--- config.mk ---
export PLATFORM = sky130hd
export DESIGN_NAME = minmax_accum
export DESIGN_NICKNAME = d
export VERILOG_FILES = /design/src/rtl/minmax_accum.sv
export SDC_FILE = /design/constraint.sdc
export NUM_CORES = 1
export LEC_CHECK = 0
export CAP_MARGIN = 15
export CORE_MARGIN = 2
export CORE_UTILIZATION = 35
export DETAILED_ROUTE_END_ITERATION = 8
export SYNTH_ARGS = -nofsm -noshare
export SYNTH_HDL_FRONTEND = slang
export SYNTH_SLANG_ARGS = --single-unit
--- constraint.sdc ---
create_clock -name clk -period 2.7 [get_ports clk]
set_input_delay 0.27 -clock clk [delete_from_list [all_inputs] [get_ports clk]]
set_output_delay 0.27 -clock clk [all_outputs]
set_load 0.03 [all_outputs]
--- src/rtl/minmax_accum.sv ---
// minmax_accum
//   Output accumulator sitting right after the min/max reduction trees.
//   Each output element is seeded from its C-matrix value, then KSTEPS tree
//   partials are folded in with a running max (max-min semiring, mode=0) or
//   a running min (min-max semiring, mode=1). The result is held under a
//   valid/ready handshake until the consumer takes it.
//
// Ports
//   clk         in   1  rising-edge clock
//   rst         in   1  asynchronous active-high reset
//   start       in   1  begin element (honoured in IDLE, or in DONE with out_ready)
//   mode        in   1  0 = max-accumulate, 1 = min-accumulate
//   c_in        in   W  seed value
//   part_valid  in   1  tree partial present on part_in
//   part_in     in   W  reduction-tree output
//   part_ready  out  1  partial accepted when part_valid & part_ready
//   out_valid   out  1  accumulated result available
//   out_ready   in   1  consumer takes result when out_valid & out_ready
//   out_data    out  W  accumulated result (equals acc in every state)
//   busy        out  1  high while accumulating or holding a result

module minmax_accum #(
  parameter int W      = 16,
  parameter int KSTEPS = 4
) (
  input  logic         clk,
  input  logic         rst,
  input  logic         start,
  input  logic         mode,
  input  logic [W-1:0] c_in,
  input  logic         part_valid,
  input  logic [W-1:0] part_in,
  output logic         part_ready,
  output logic         out_valid,
  input  logic         out_ready,
  output logic [W-1:0] out_data,
  output logic         busy
);

  localparam int CW = $clog2(KSTEPS + 1);
  localparam logic [CW-1:0] LAST = CW'(KSTEPS - 1);

  typedef enum logic [1:0] {
    IDLE  = 2'd0,
    ACCUM = 2'd1,
    DONE  = 2'd2
  } state_t;

  state_t        state;
  logic [W-1:0]  acc;
  logic [CW-1:0] cnt;
  logic          mode_q;
  logic [W-1:0]  folded;

  // Unsigned compare on raw bits; on a tie acc is kept, which is the same
  // value either way.
  always_comb begin
    folded = acc;
    if (mode_q) begin
      if (part_in < acc) folded = part_in;
    end else begin
      if (part_in > acc) folded = part_in;
    end
  end

  // Single state machine; handshake outputs are registered alongside the
  // state so they change exactly with the state transitions. A start seen
  // together with out_ready in DONE reseeds directly, skipping IDLE.
  always_ff @(posedge clk or posedge rst) begin
    if (rst) begin
      state      <= IDLE;
      acc        <= '0;
      cnt        <= '0;
      mode_q     <= 1'b0;
      part_ready <= 1'b0;
      out_valid  <= 1'b0;
      busy       <= 1'b0;
    end else begin
      case (state)
        IDLE: begin
          if (start) begin
            acc        <= c_in;
            mode_q     <= mode;
            cnt        <= '0;
            state      <= ACCUM;
            part_ready <= 1'b1;
            busy       <= 1'b1;
          end
        end
        ACCUM: begin
          if (part_valid) begin
            acc <= folded;
            cnt <= cnt + 1'b1;
            if (cnt == LAST) begin
              state      <= DONE;
              part_ready <= 1'b0;
              out_valid  <= 1'b1;
            end
          end
        end
        DONE: begin
          if (out_ready) begin
            out_valid <= 1'b0;
            if (start) begin
              acc        <= c_in;
              mode_q     <= mode;
              cnt        <= '0;
              state      <= ACCUM;
              part_ready <= 1'b1;
            end else begin
              state <= IDLE;
              busy  <= 1'b0;
            end
          end
        end
        default: begin
          state      <= IDLE;
          part_ready <= 1'b0;
          out_valid  <= 1'b0;
          busy       <= 1'b0;
        end
      endcase
    end
  end

  assign out_data = acc;

endmodule
### Word-level counts from Yosys, hierarchy flattened

Cells that the tools add are included.

| operators by class | value |
|---|---|
| magnitude comparators | 2 |
| muxes and demuxes | 33 |
| add/sub/neg operators | 1 |
| reductions and logical operators | 10 |
| bitwise logic cells | 2 |
| eq/ne operators | 10 |

Operators by type and width:

| operator | number |
|---|---|
| $mux 16 | 6 |
| $pmux 16 s3 | 1 |
| $gt 16x16->1 | 1 |
| $lt 16x16->1 | 1 |
| $mux 1 | 13 |
| $reduce_and 4->1 | 3 |
| $ne 2x2->1 const B | 5 |
| $mux 3 | 3 |
| $pmux 1 s3 | 3 |
| $pmux 3 s3 | 1 |
| $mux 2 | 4 |
| $ne 3x3->1 const B | 2 |
| $pmux 2 s3 | 1 |
| $reduce_and 3->1 | 2 |
| $reduce_and 5->1 | 1 |
| $add 3x1->3 const B | 1 |
| $eq 3x2->1 const B | 1 |
| $reduce_bool 3->1 | 1 |
| $eq 2x1->1 const B | 1 |
| $eq 2x2->1 const B | 1 |
| $logic_not 2->1 | 1 |
| $not 1->1 | 2 |
| $pmux 1 s2 | 1 |
| $reduce_and 2->1 | 1 |
| $reduce_bool 2->1 | 1 |

| storage, ports and cells | value |
|---|---|
| output and inout port bits | 19 |
| flip-flop bits (word level) | 25 |
| input bits | 38 |
| word-level logic and storage cells | 65 |

### Logic depth before layout (Yosys ltp)

Gate-level depths: netlist of run 1.

| logic depth | value |
|---|---|
| word-level depth | 5 |
| mapped depth | 10 |

### Worst setup path after synthesis of run 1

OpenSTA, ideal clock, no wires.

| timing path | value |
|---|---|
| path type | flip-flop to flip-flop |
| start point | reg acc[1], in the netlist out_data[1] |
| end point | reg acc[10], in the netlist out_data[10] |
| arrival time | 2.397 ns |
| cell stages (with the launch flop) | 11 |
| buffers on the path | 2 |
| library setup time | 0.123 ns |
| period minus slack after synthesis | 2.520 ns |
| data required time | 2.577 ns |
| path slack | 0.180 ns |
| path through | dfrtp_1 inv_1 ha_1 nor2b_1 o211ai_1 a2111oi_1 or4b_1 buf_2 mux2i_4 buf_6 o221a_1 |

| on the way | value |
|---|---|
| longest elaborated chain between the ends | 3 |
| elaborated cells on any way between the ends | 5 |

RTL lines:

| what | line | source |
|---|---|---|
| from (decl) | 50 | `logic [W-1:0] acc;` |
| from (signal assigned) | 82 | `acc <= c_in;` |
| from (signal assigned) | 92 | `acc <= folded;` |
| from (signal assigned) | 105 | `acc <= c_in;` |
| $lt 16x16->1 or $gt 16x16->1 (tied branches) | 60, 62 |  |
| $ne 3x3->1 (no source line) | -- |  |
| $reduce_and 5->1 (no source line) (*) | -- |  |

Every way passes the cells marked *; elsewhere a longest branch is shown, timed or not.
A chain may end at the register's enable or synchronous reset.

### Worst setup path in the final report of run 1

| timing path | value |
|---|---|
| start point | in part_in[1] |
| end point | reg acc[8], in the netlist out_data[8] |

| on the way | value |
|---|---|
| longest elaborated chain between the ends | 3 |
| elaborated cells on any way between the ends | 5 |

RTL lines:

| what | line | source |
|---|---|---|
| from (decl) | 32 | `input logic [W-1:0] part_in,` |
| $lt 16x16->1 or $gt 16x16->1 (tied branches) | 60, 62 |  |
| $ne 3x3->1 (no source line) | -- |  |
| $reduce_and 5->1 (no source line) (*) | -- |  |

Marked as above.

==> impl_results.md, run 1 <==
* Run status: completed
* Die height at 77.0 um
* Number of pins exceeding their max-slew limit in the final report at 0
* Total congestion overflow at 0
* Via count of the first global-routing pass at 1,859
* Post-layout power at roughly 0.0029 W
* Final estimated routing congestion in global placement at roughly 0.79
* Simple-gate share of the synthesized area at around 16%
* Internal at 0.00152 W
* Detailed placer's ending HPWL at 3790 um
* Worst setup slack for register-to-register paths at 0.17 ns
* Mean number of vias per cell at 5.53
* PostCTS Resize Cnt at 0
* Net total in the final layout at 330
* Total of flip-flops plus latches after synthesis at 25
* Inserted Clock Buffers at 3
* Post-Synthesis Cell Area at 1860 um^2
* Synth area leaders: dfrtp_1 34%, ha_1 12%, o22ai_1 11%
* Port-buffer cells at 56
* Setup repair after global routing missed its margin: false
* H-tree levels at 1
* Primary flip-flop cell chosen by synthesis mapping: dfrtp_1
* Top library cells by usage in the layout, fill and taps aside: 56 x clkdlybuf4s50_1, 34 x o22ai_1, 27 x nand2_1
* Vias at 1,896
* Power spent charging and discharging nets at about 0.0014 W
* Growth of design area from synthesis to finish at 38.9%
* Post-route cell area at 2590 um^2
* Core utilization of the finished layout at 50.7%
* Critical path startpoint category: input port
* Fmax at 386 MHz
* Floorplan core area at 5110 um^2
* Fraction of the yosys area taken by sequential cells at around 34%
* Endpoints failing setup at 0
* Classification of the worst setup path: in -> reg
* Clock network latency to the later pin of the worst-skew pair at 0.27 ns
* CTS Root Cell: clkbuf_8
* Switch share at 47.7%
* CTS hold repair buffers at 0
* N_diodes at 0
* Share of the synthesized area in compound gates (AO/OA/AOI/OAI) at 30.3%
* MaxCap Viol Count at 0
* Max Fanout on Critical Path at 15
* Clock slew at reported path FFs at ~0.09 ns
* Mean cell area of the mapped netlist at 8.67 um^2
* Number of cells in the finished layout apart from fillers at 343
* Routed wire length per instance at around 15 um
* Count of buffers added by post-CTS timing repair for setup at 0
* Number of clock sinks at 25
* Power share of the combinational group at 68.4%
* Sequential fraction of design power at 23.9%
* Fraction of synthesized cell area taken by the top area cell type at 33.6%
* Largest net degree at the start of global routing at 33
* Buffer depth of the longest clock path at 2
* Routed wire length at 5100 um
* Number of antenna violations at the first check in global routing at 0
* Max IR drop VDD at 0.000427 V
* Synthesized-area fraction occupied by xor and xnor cells at 0%
* Library cells used by synthesis at 33
* Final Hold Viols at 0
* Power Dens Cells at between 1000 and 1500 nW/um^2
* Normalized max-slew margin at 62.0%
* Syn Inst Count at 215
* Leakage power of the design at roughly 1.1 nW
* Number of enable flip-flop cells after synthesis at 0
* Number of DRC markers after the initial detailed-route iteration at 49
* Fin crit share at 95.9%
* Post-synthesis share of cell area spent on full adders, half adders and majority gates at between 10% and 20%
* Largest family of logic cells by synthesized area: compound AO/OA/AOI/OAI gates
* Data arrival time of the critical path at between 2 and 3 ns
* Worst min-delay path class: in -> async
* Share of layout cells above drive strength 1 at 6.59%
* Number of nets produced by synthesis at 271
* Number of top-level pins at 57
* Share of cell area taken by muxes after synthesis at 1.21%
* Required time of the worst setup path at between 2 and 3 ns
* Fraction of synthesis flops using an asynchronous set or reset pin at 100%
* Fraction of power consumed by the clock network at 7.8%
* Clock Skew at 0.00305 ns
* Number of antenna-violating nets in the routed design at 0
* TritonCTS clock tree: built
* Total iterations of the first detailed-routing run at 4
* Global-route usage over all layers at a little under a fifth
* First-pass GRT wire length at 8840 um
* Most common cell after layout, fill and taps aside: clkdlybuf4s50_1
* Initial core utilization at 36.5%
* Die footprint at slightly below 6000 um^2
* Floorplan die width at approximately 77 um
* Post-layout minimum cycle time at 2.59 ns
* Total of warnings raised by yosys at 0
* Placed cell count at 339
* Row cnt at 26
* DP Area at 2540 um^2
* Cell taking the most area after synthesis: dfrtp_1
* DRC viols at 0
* Category of the worst setup path capture point: flip-flop
* Tightest Pin Transition at 0.558 ns
## layout make-up
cell class	count	area, um^2
Sequential cell	25	626
Clock buffer	3	41.3
Multi-Input combinational cell	157	1110
Inverter	19	71.3
Timing Repair Buffer	68	651
Clock inverter	1	5.00
Tap cell	70	87.6
Fill cell	515	2520
## cell families after synthesis
| family | count (synthesis) |
|---|---|
| fa+ha+maj | 18 |
| mux | 1 |
| compound gates | 77 |
| simple gates | 61 |
| flops | 25 |
| buf+inv | 33 |
## sequential cells by signal, summed over array words and instances, names as in the netlist
name,flops
cnt,3
busy,1
mode_q,1
part_ready,1
state,2
out_data,16
out_valid,1
## path summary, 6_finish.rpt
path / from / to / cells past startpoint
hold / removal: rst / cnt[2] / 3
setup reg to reg: out_data[1] / out_data[8] / 8
max in group asynchronous: rst / out_data[4] / 3
hold reg to reg: cnt[0] / cnt[0] / 1
min in group clk: cnt[0] / cnt[0] / 1
setup / recovery: part_in[1] / out_data[8] / 8
## synthesized netlist by cell type (2+ instances only)
master	n
dfrtp_1	25
o221a_1	15
ha_1	18
nand4_1	4
a21oi_1	10
a21o_1	2
nand2b_1	3
inv_1	19
buf_1	3
buf_2	2
nand2_1	27
o21ai_1	4
clkbuf_1	8
a311oi_1	2
nor2b_1	3
nor2_1	2
nand3_1	18
o21ai_0	2
o22ai_1	34
## through the flow
step | worst slack, ns | setup TNS (ns) | hold WS, ns
floorplan | 0.180 | 0 | 0.297
finish | 0.111 | 0 | 0.351
CTS | 0.110 | 0 | 0.353
detailed placement | -0.176 | -2.41 | 0.483
global route | 0.00453 | 0 | 0.394
global placement | -0.152 | -2.04 | 0.472
## power groups by stage
stage	registers, W	logic, W	clock network (W)
floorplan	0.000930	0.00114	0
global placement	0.000707	0.00198	0
detailed placement	0.000704	0.00200	0
CTS	0.000698	0.00201	0.000237
global route	0.000729	0.00219	0.000257
finish	0.000695	0.00199	0.000226
## worst max-delay path, cell delays in order
cell and delay (ns):
clkdlybuf4s50_1 0.47, ha_1 0.33, nor2b_1 0.13, o211ai_1 0.15, a2111oi_1 0.10, or4b_1 0.55
mux2i_4 0.51, o221a_1 0.28
## routing by layer
| layer | up-vias | GRT usage [%] | share of wire [%] |
|---|---|---|---|
| met1 | 897 | 23.2 | 48 |
| met2 | 44 | 31.2 | 47 |
| li1 | 950 | - | - |
| met5 | - | 0 | 0 |
| met3 | 5 | 3.18 | 4.0 |
| met4 | 0 | 5.64 | 1.1 |
Note: power is estimated with default switching activity, not from simulation.
==> run 2, diff against run 1 <==
- CORE_ASPECT_RATIO: not set -> 1.4
- CTS_BUF_LIST: not set -> sky130_fd_sc_hd__clkbuf_4 sky130_fd_sc_hd__clkbuf_8
- clock period: 2.7 -> 2.6 ns (I/O delays scaled with it)
==> impl_results.md, run 2 (same netlist as run 1, synthesis figures left out) <==
* Number of top-level pins at 57 (unchanged)
* N_diodes at 0 (unchanged)
* Inserted Clock Buffers at 3 (unchanged)
* Post-route cell area at 2690 um^2 (was 2590 um^2)
* Most common cell after layout, fill and taps aside: clkdlybuf4s50_1 (unchanged)
* Number of antenna violations at the first check in global routing at 0 (unchanged)
* Die height at 90.3 um (was 77.0 um)
* Hold Worst Slack at 0.340 ns (was 0.351 ns)
* Max Fanout on Critical Path at 15 (unchanged)
* Vias at 1,914 (was 1,896)
* MaxCap Viol Count at 0 (unchanged)
* Largest net degree at the start of global routing at 33 (unchanged)
* Worst min-delay path class: in -> async (unchanged)
* Total congestion overflow at 0 (unchanged)
* Floorplan core area at 5160 um^2 (was 5110 um^2)
* Clock Skew at 0.00483 ns (was 0.00305 ns)
* Port-buffer cells at 56 (unchanged)
* Number of DRC markers after the initial detailed-route iteration at 78 (was 49)
* Post-layout power at 0.00315 W (was 0.00291 W)
* Total iterations of the first detailed-routing run at 4 (unchanged)
* Classification of the worst setup path: in -> reg (unchanged)
* Data arrival time of the critical path at 2.62 ns (was 2.80 ns)
* Row cnt at 31 (was 26)
* TritonCTS clock tree: built (unchanged)
* Mean number of vias per cell at 5.44 (was 5.53)
* Final WS setup at 0.145 ns (was 0.111 ns)
* Buffer depth of the longest clock path at 2 (unchanged)
* Via count of the first global-routing pass at 1,912 (was 1,859)
* Routed wire length per instance at 14.9 um (about the same)
* Max IR drop VDD at 0.000649 V (was 0.000427 V)
* Leakage power of the design at 1.15 nW (was 1.09 nW)
* Endpoints failing setup at 0 (unchanged)
* Detailed placer's ending HPWL at 3910 um (was 3790 um)
* Tightest Pin Transition at 0.654 ns (was 0.558 ns)
* Number of antenna-violating nets in the routed design at 0 (unchanged)
* Clock slew at reported path FFs at 0.10 ns (was 0.09 ns)
* Normalized max-slew margin at 56.3% (was 62.0%)
* Fin crit share at 94.4%
* Flip-flop and latch area at 626 um^2 (unchanged)
* Number of clock sinks at 25 (unchanged)
* Net total in the final layout at 343 (was 330)
* Required time of the worst setup path at 2.76 ns (was 2.91 ns)
* First-pass GRT wire length at 8800 um (was 8840 um)
* Placement-stage worst setup slack at -0.264 ns (was -0.176 ns)
* Critical path startpoint category: input port (unchanged)
* DP Area at 2630 um^2 (was 2540 um^2)
* Power Dens Cells at 1170 nW/um^2 (was 1130 nW/um^2)
* H-tree levels at 1 (unchanged)
* Clock network latency to the later pin of the worst-skew pair at 0.27 ns (about the same)
* Max reg flops at 16 (unchanged)
* Initial core utilization at 36.1% (was 36.5%)
* Top library cells by usage in the layout, fill and taps aside: 56 x clkdlybuf4s50_1, 34 x o22ai_1, 27 x nand2_1 (unchanged)
* Final Hold Viols at 0 (unchanged)
* Run status: completed (unchanged)
* CTS hold repair buffers at 0 (unchanged)
* Fmax at 407 MHz
* Global-route usage over all layers at 18.3% (was 18.2%)
* Post-layout minimum cycle time at 2.46 ns
* Category of the worst setup path capture point: flip-flop (unchanged)
* Share of layout cells above drive strength 1 at 10.8% (was 6.59%)
* Growth of design area from synthesis to finish at 44.5% (was 38.9%)
* Routed wire length at 5250 um (was 5100 um)
* Final estimated routing congestion in global placement at 0.771 (was 0.786)
* Filler cells at 507 (was 515)
* Number of pins exceeding their max-slew limit in the final report at 0 (unchanged)
* Area of combinational cells with multiple inputs at 1110 um^2 (unchanged)
* Setup repair after global routing missed its margin: false (unchanged)
* Floorplan die width at 65.7 um (was 77.0 um)
* CTS Root Cell: clkbuf_8 (unchanged)
* DRC viols at 0 (unchanged)
* Die footprint at 5930 um^2 (was 5920 um^2)
run 2: changes by cell type in the layout (fill, tap and decap cells not counted):
cell,change
buf_12,+1
buf_4,+12
run 2: routing by layer:
layer  vias to the layer above  global-route usage (%)  routed length (um)
met4                         0                    3.82                  27
met2                        31                    32.7                2760
li1                        973                       -                   -
met1                       908                    23.4                2320
met3                         2                    1.62                 146
met5                         -                       0                   0
run 2: stage by stage:
stage          TNS [ns]  std cells  utilization (%)
6_report              0        352             52.2
3_5_place_dp      -3.76        347             50.9
3_3_place_gp      -3.31        347             50.9
5_1_grt               0        352             52.2
4_1_cts               0        351             51.8
2_1_floorplan         0        215                -
run 2: critical path, stage by stage:
cell and delay (ns):
clkdlybuf4s50_1 0.46, ha_1 0.33, nor2b_1 0.13, o211ai_1 0.15, a2111oi_1 0.09, or4b_1 0.56, mux2i_4 0.23, buf_12 0.16
o221a_1 0.24
run 2: timing repair:
action                                  CTS  global route
endpoints found under the setup margin    0            15
hold endpoints to repair                  0             0
resized for setup                         0             0
buffers inserted                          0             1
run 2: area by class of cell:
type	count	share of cell area, %
inverter	19	2.65
tap	66	3.07
timing repair buffer	81	28.3
clock inverter	1	0.186
multi-input combinational	157	41.1
sequential	25	23.2
clock buffer	3	1.53
run 2: final timing paths:
check                            start          end  slack (ns)  depth (start not counted)
max                         part_in[1]  out_data[3]        0.14                          9
min                                rst       cnt[2]        0.34                          3
max reg2reg                out_data[9]  out_data[3]        0.17                          9
min reg2reg                     cnt[0]       cnt[0]        0.49                          1
max in group asynchronous          rst  out_data[5]        2.00                          3
min in group clk                cnt[0]       cnt[0]        0.49                          1
run 2: where the power goes:
group          switching [W]  internal, W  total, W  leakage [nW]
logic                0.00120     0.000988   0.00218         0.850
registers           0.000155     0.000572  0.000727         0.276
clock network       0.000132     0.000107  0.000240        0.0255
==> run 3, diff against run 2 <==
- PLACE_DENSITY: not set -> 0.73
==> impl_results.md, run 3 (same netlist as run 1, synthesis figures left out) <==
* Run status: completed (unchanged)
* MaxCap Viol Count at 0 (unchanged)
* Die footprint at 5930 um^2 (unchanged)
* DRC viols at 0 (unchanged)
* Fin crit share at 95.1% (was 94.4%)
* Port-buffer cells at 56 (unchanged)
* CTS Root Cell: clkbuf_8 (unchanged)
* Largest net degree at the start of global routing at 33 (unchanged)
* Cells traversed along the worst timing path: clkdlybuf4s50_1 > ha_1 > nor2b_1 > o211ai_1 > a2111oi_1 > or4b_1 > mux2i_4 > buf_4 > o221a_1 (was clkdlybuf4s50_1 > ha_1 > nor2b_1 > o211ai_1 > a2111oi_1 > or4b_1 > mux2i_4 > buf_12 > o221a_1)
* Final estimated routing congestion in global placement at 0.827 (was 0.771)
* Mean number of vias per cell at 5.56 (was 5.44)
* Via count of the first global-routing pass at 1,858 (was 1,912)
* Floorplan die width at 65.7 um (unchanged)
* Number of pins exceeding their max-slew limit in the final report at 0 (unchanged)
* Met1 usage at 22.0% (was 23.4%)
* Growth of design area from synthesis to finish at 43.9% (was 44.5%)
* Category of the worst setup path capture point: flip-flop (unchanged)
* Worst min-delay path class: in -> async (unchanged)
* Global-route met2 utilization at 31.1% (was 32.7%)
* Clock Skew at 0.00284 ns (was 0.00483 ns)
* Number of antenna violations at the first check in global routing at 0 (unchanged)
* Placement-stage worst setup slack at -0.246 ns (was -0.264 ns)
* Filler cells at 494 (was 507)
* Final Hold Viols at 0 (unchanged)
* Top library cells by usage in the layout, fill and taps aside: 56 x clkdlybuf4s50_1, 34 x o22ai_1, 27 x nand2_1 (unchanged)
* Hold Worst Slack at 0.343 ns (was 0.340 ns)
* Endpoints failing setup at 0 (unchanged)
* TritonCTS clock tree: built (unchanged)
* Net total in the final layout at 341 (was 343)
* Final WS setup at 0.126 ns (was 0.145 ns)
* Row cnt at 31 (unchanged)
* Die height at 90.3 um (unchanged)
* Max reg flops at 16 (unchanged)
* Normalized max-slew margin at 56.9% (was 56.3%)
* Count of buffers added by post-CTS timing repair for setup at 0 (unchanged)
* N_diodes at 0 (unchanged)
* Stage delay of the slowest cell on the critical path at 0.56 ns (about the same)
* Slowest cell on crit path: or4b_1 (unchanged)
* Number of cells in the finished layout apart from fillers at 350 (was 352)
* Number of top-level pins at 57 (unchanged)
* Routed wire length per instance at 14.9 um (about the same)
* Vias at 1,946 (was 1,914)
* Data arrival time of the critical path at 2.64 ns (was 2.62 ns)
* CTS hold repair buffers at 0 (unchanged)
* Clock slew at reported path FFs at 0.09 ns (was 0.10 ns)
* Max IR drop VDD at 0.000685 V (was 0.000649 V)
* Detailed placer's ending HPWL at 3830 um (was 3910 um)
* Clock network latency to the later pin of the worst-skew pair at 0.27 ns (about the same)
* Global-route usage over all layers at 17.8% (was 18.3%)
* Core utilization of the finished layout at 52.0% (was 52.2%)
* Number of clock sinks at 25 (unchanged)
* H-tree levels at 1 (unchanged)
* Max Fanout on Critical Path at 9 (was 15)
* Inserted Clock Buffers at 3 (unchanged)
* Tightest Pin Transition at 0.645 ns (was 0.654 ns)
* Setup repair after global routing missed its margin: false (unchanged)
* Met3 Resource Use GR at 2.37% (was 1.62%)
* Fmax at 404 MHz (was 407 MHz)
* Buffer depth of the longest clock path at 2 (unchanged)
* Floorplan core area at 5160 um^2 (unchanged)
* GRT Max-Usage Layer: met2 (unchanged)
* Required time of the worst setup path at 2.76 ns (about the same)
* Total congestion overflow at 0 (unchanged)
* Total iterations of the first detailed-routing run at 5 (was 4)
* Classification of the worst setup path: in -> reg (unchanged)
* First-pass GRT wire length at 8560 um (was 8800 um)
* Leakage power of the design at 1.14 nW (was 1.15 nW)
* PostCTS Resize Cnt at 0 (unchanged)
* Share of layout cells above drive strength 1 at 10.2% (was 10.8%)
* Critical path startpoint category: input port (unchanged)
* Most common cell after layout, fill and taps aside: clkdlybuf4s50_1 (unchanged)
* Number of antenna-violating nets in the routed design at 0 (unchanged)
* Number of DRC markers after the initial detailed-route iteration at 136 (was 78)
* Post-layout minimum cycle time at 2.47 ns (was 2.46 ns)
* Placed cell count at 344 (was 347)
* Initial core utilization at 36.1% (unchanged)
* Power Dens Cells at 1170 nW/um^2 (about the same)
* Routed wire length at 5200 um (was 5250 um)
[run 3: cell count changes in the layout (fill, tap and decap cells not counted)]
cell      before  now
clkinv_2       1    0
clkbuf_4       0    1
buf_4         24   22
[run 3: final timing paths]
path,from,endpoint,slack [ns],cells past startpoint
min,rst,out_data[10],0.34,3
max,part_in[1],out_data[7],0.13,9
min reg2reg,cnt[0],cnt[0],0.50,1
min in group clk,cnt[0],cnt[0],0.50,1
max in group asynchronous,rst,out_data[9],1.99,3
max reg2reg,out_data[1],out_data[7],0.17,9
[run 3: metal layers]
layer / vias up / part of all wire (%)
met2: 60 / 52
met1: 915 / 42
met5: - / 0
li1: 965 / -
met3: 6 / 4.9
met4: 0 / 1.3
[run 3: critical path: cells and delay by family]
family | cells | cell delay (ns)
simple gates | 2 | 0.69
buf+inv | 2 | 0.63
fa+ha+maj | 1 | 0.32
mux | 1 | 0.23
compound gates | 3 | 0.49
[run 3: final cells by class]
cell class / count / area [um^2] / area share [%]
Multi-Input combinational cell: 157 / 1110 / 41.3
Timing Repair Buffer: 79 / 746 / 27.8
Sequential cell: 25 / 626 / 23.3
Tap cell: 66 / 82.6 / 3.08
Inverter: 19 / 71.3 / 2.66
Clock buffer: 4 / 48.8 / 1.82
[run 3: per-stage QoR]
| stage | TNS [ns] | total power [W] | instance area [um^2] |
|---|---|---|---|
| global placement | -2.78 | 0.00282 | 2620 |
| detailed placement | -3.35 | 0.00287 | 2620 |
| global route | 0 | 0.00339 | 2680 |
| finish | 0 | 0.00315 | 2680 |
| floorplan | 0 | 0.00215 | 1860 |
| CTS | 0 | 0.00313 | 2670 |
[run 3: power breakdown]
part	internal, W	switching [W]	total (W)
combinational	0.000982	0.00119	0.00217
sequential	0.000572	0.000154	0.000726
clock	0.000120	0.000128	0.000248
total	0.00167	0.00147	0.00315
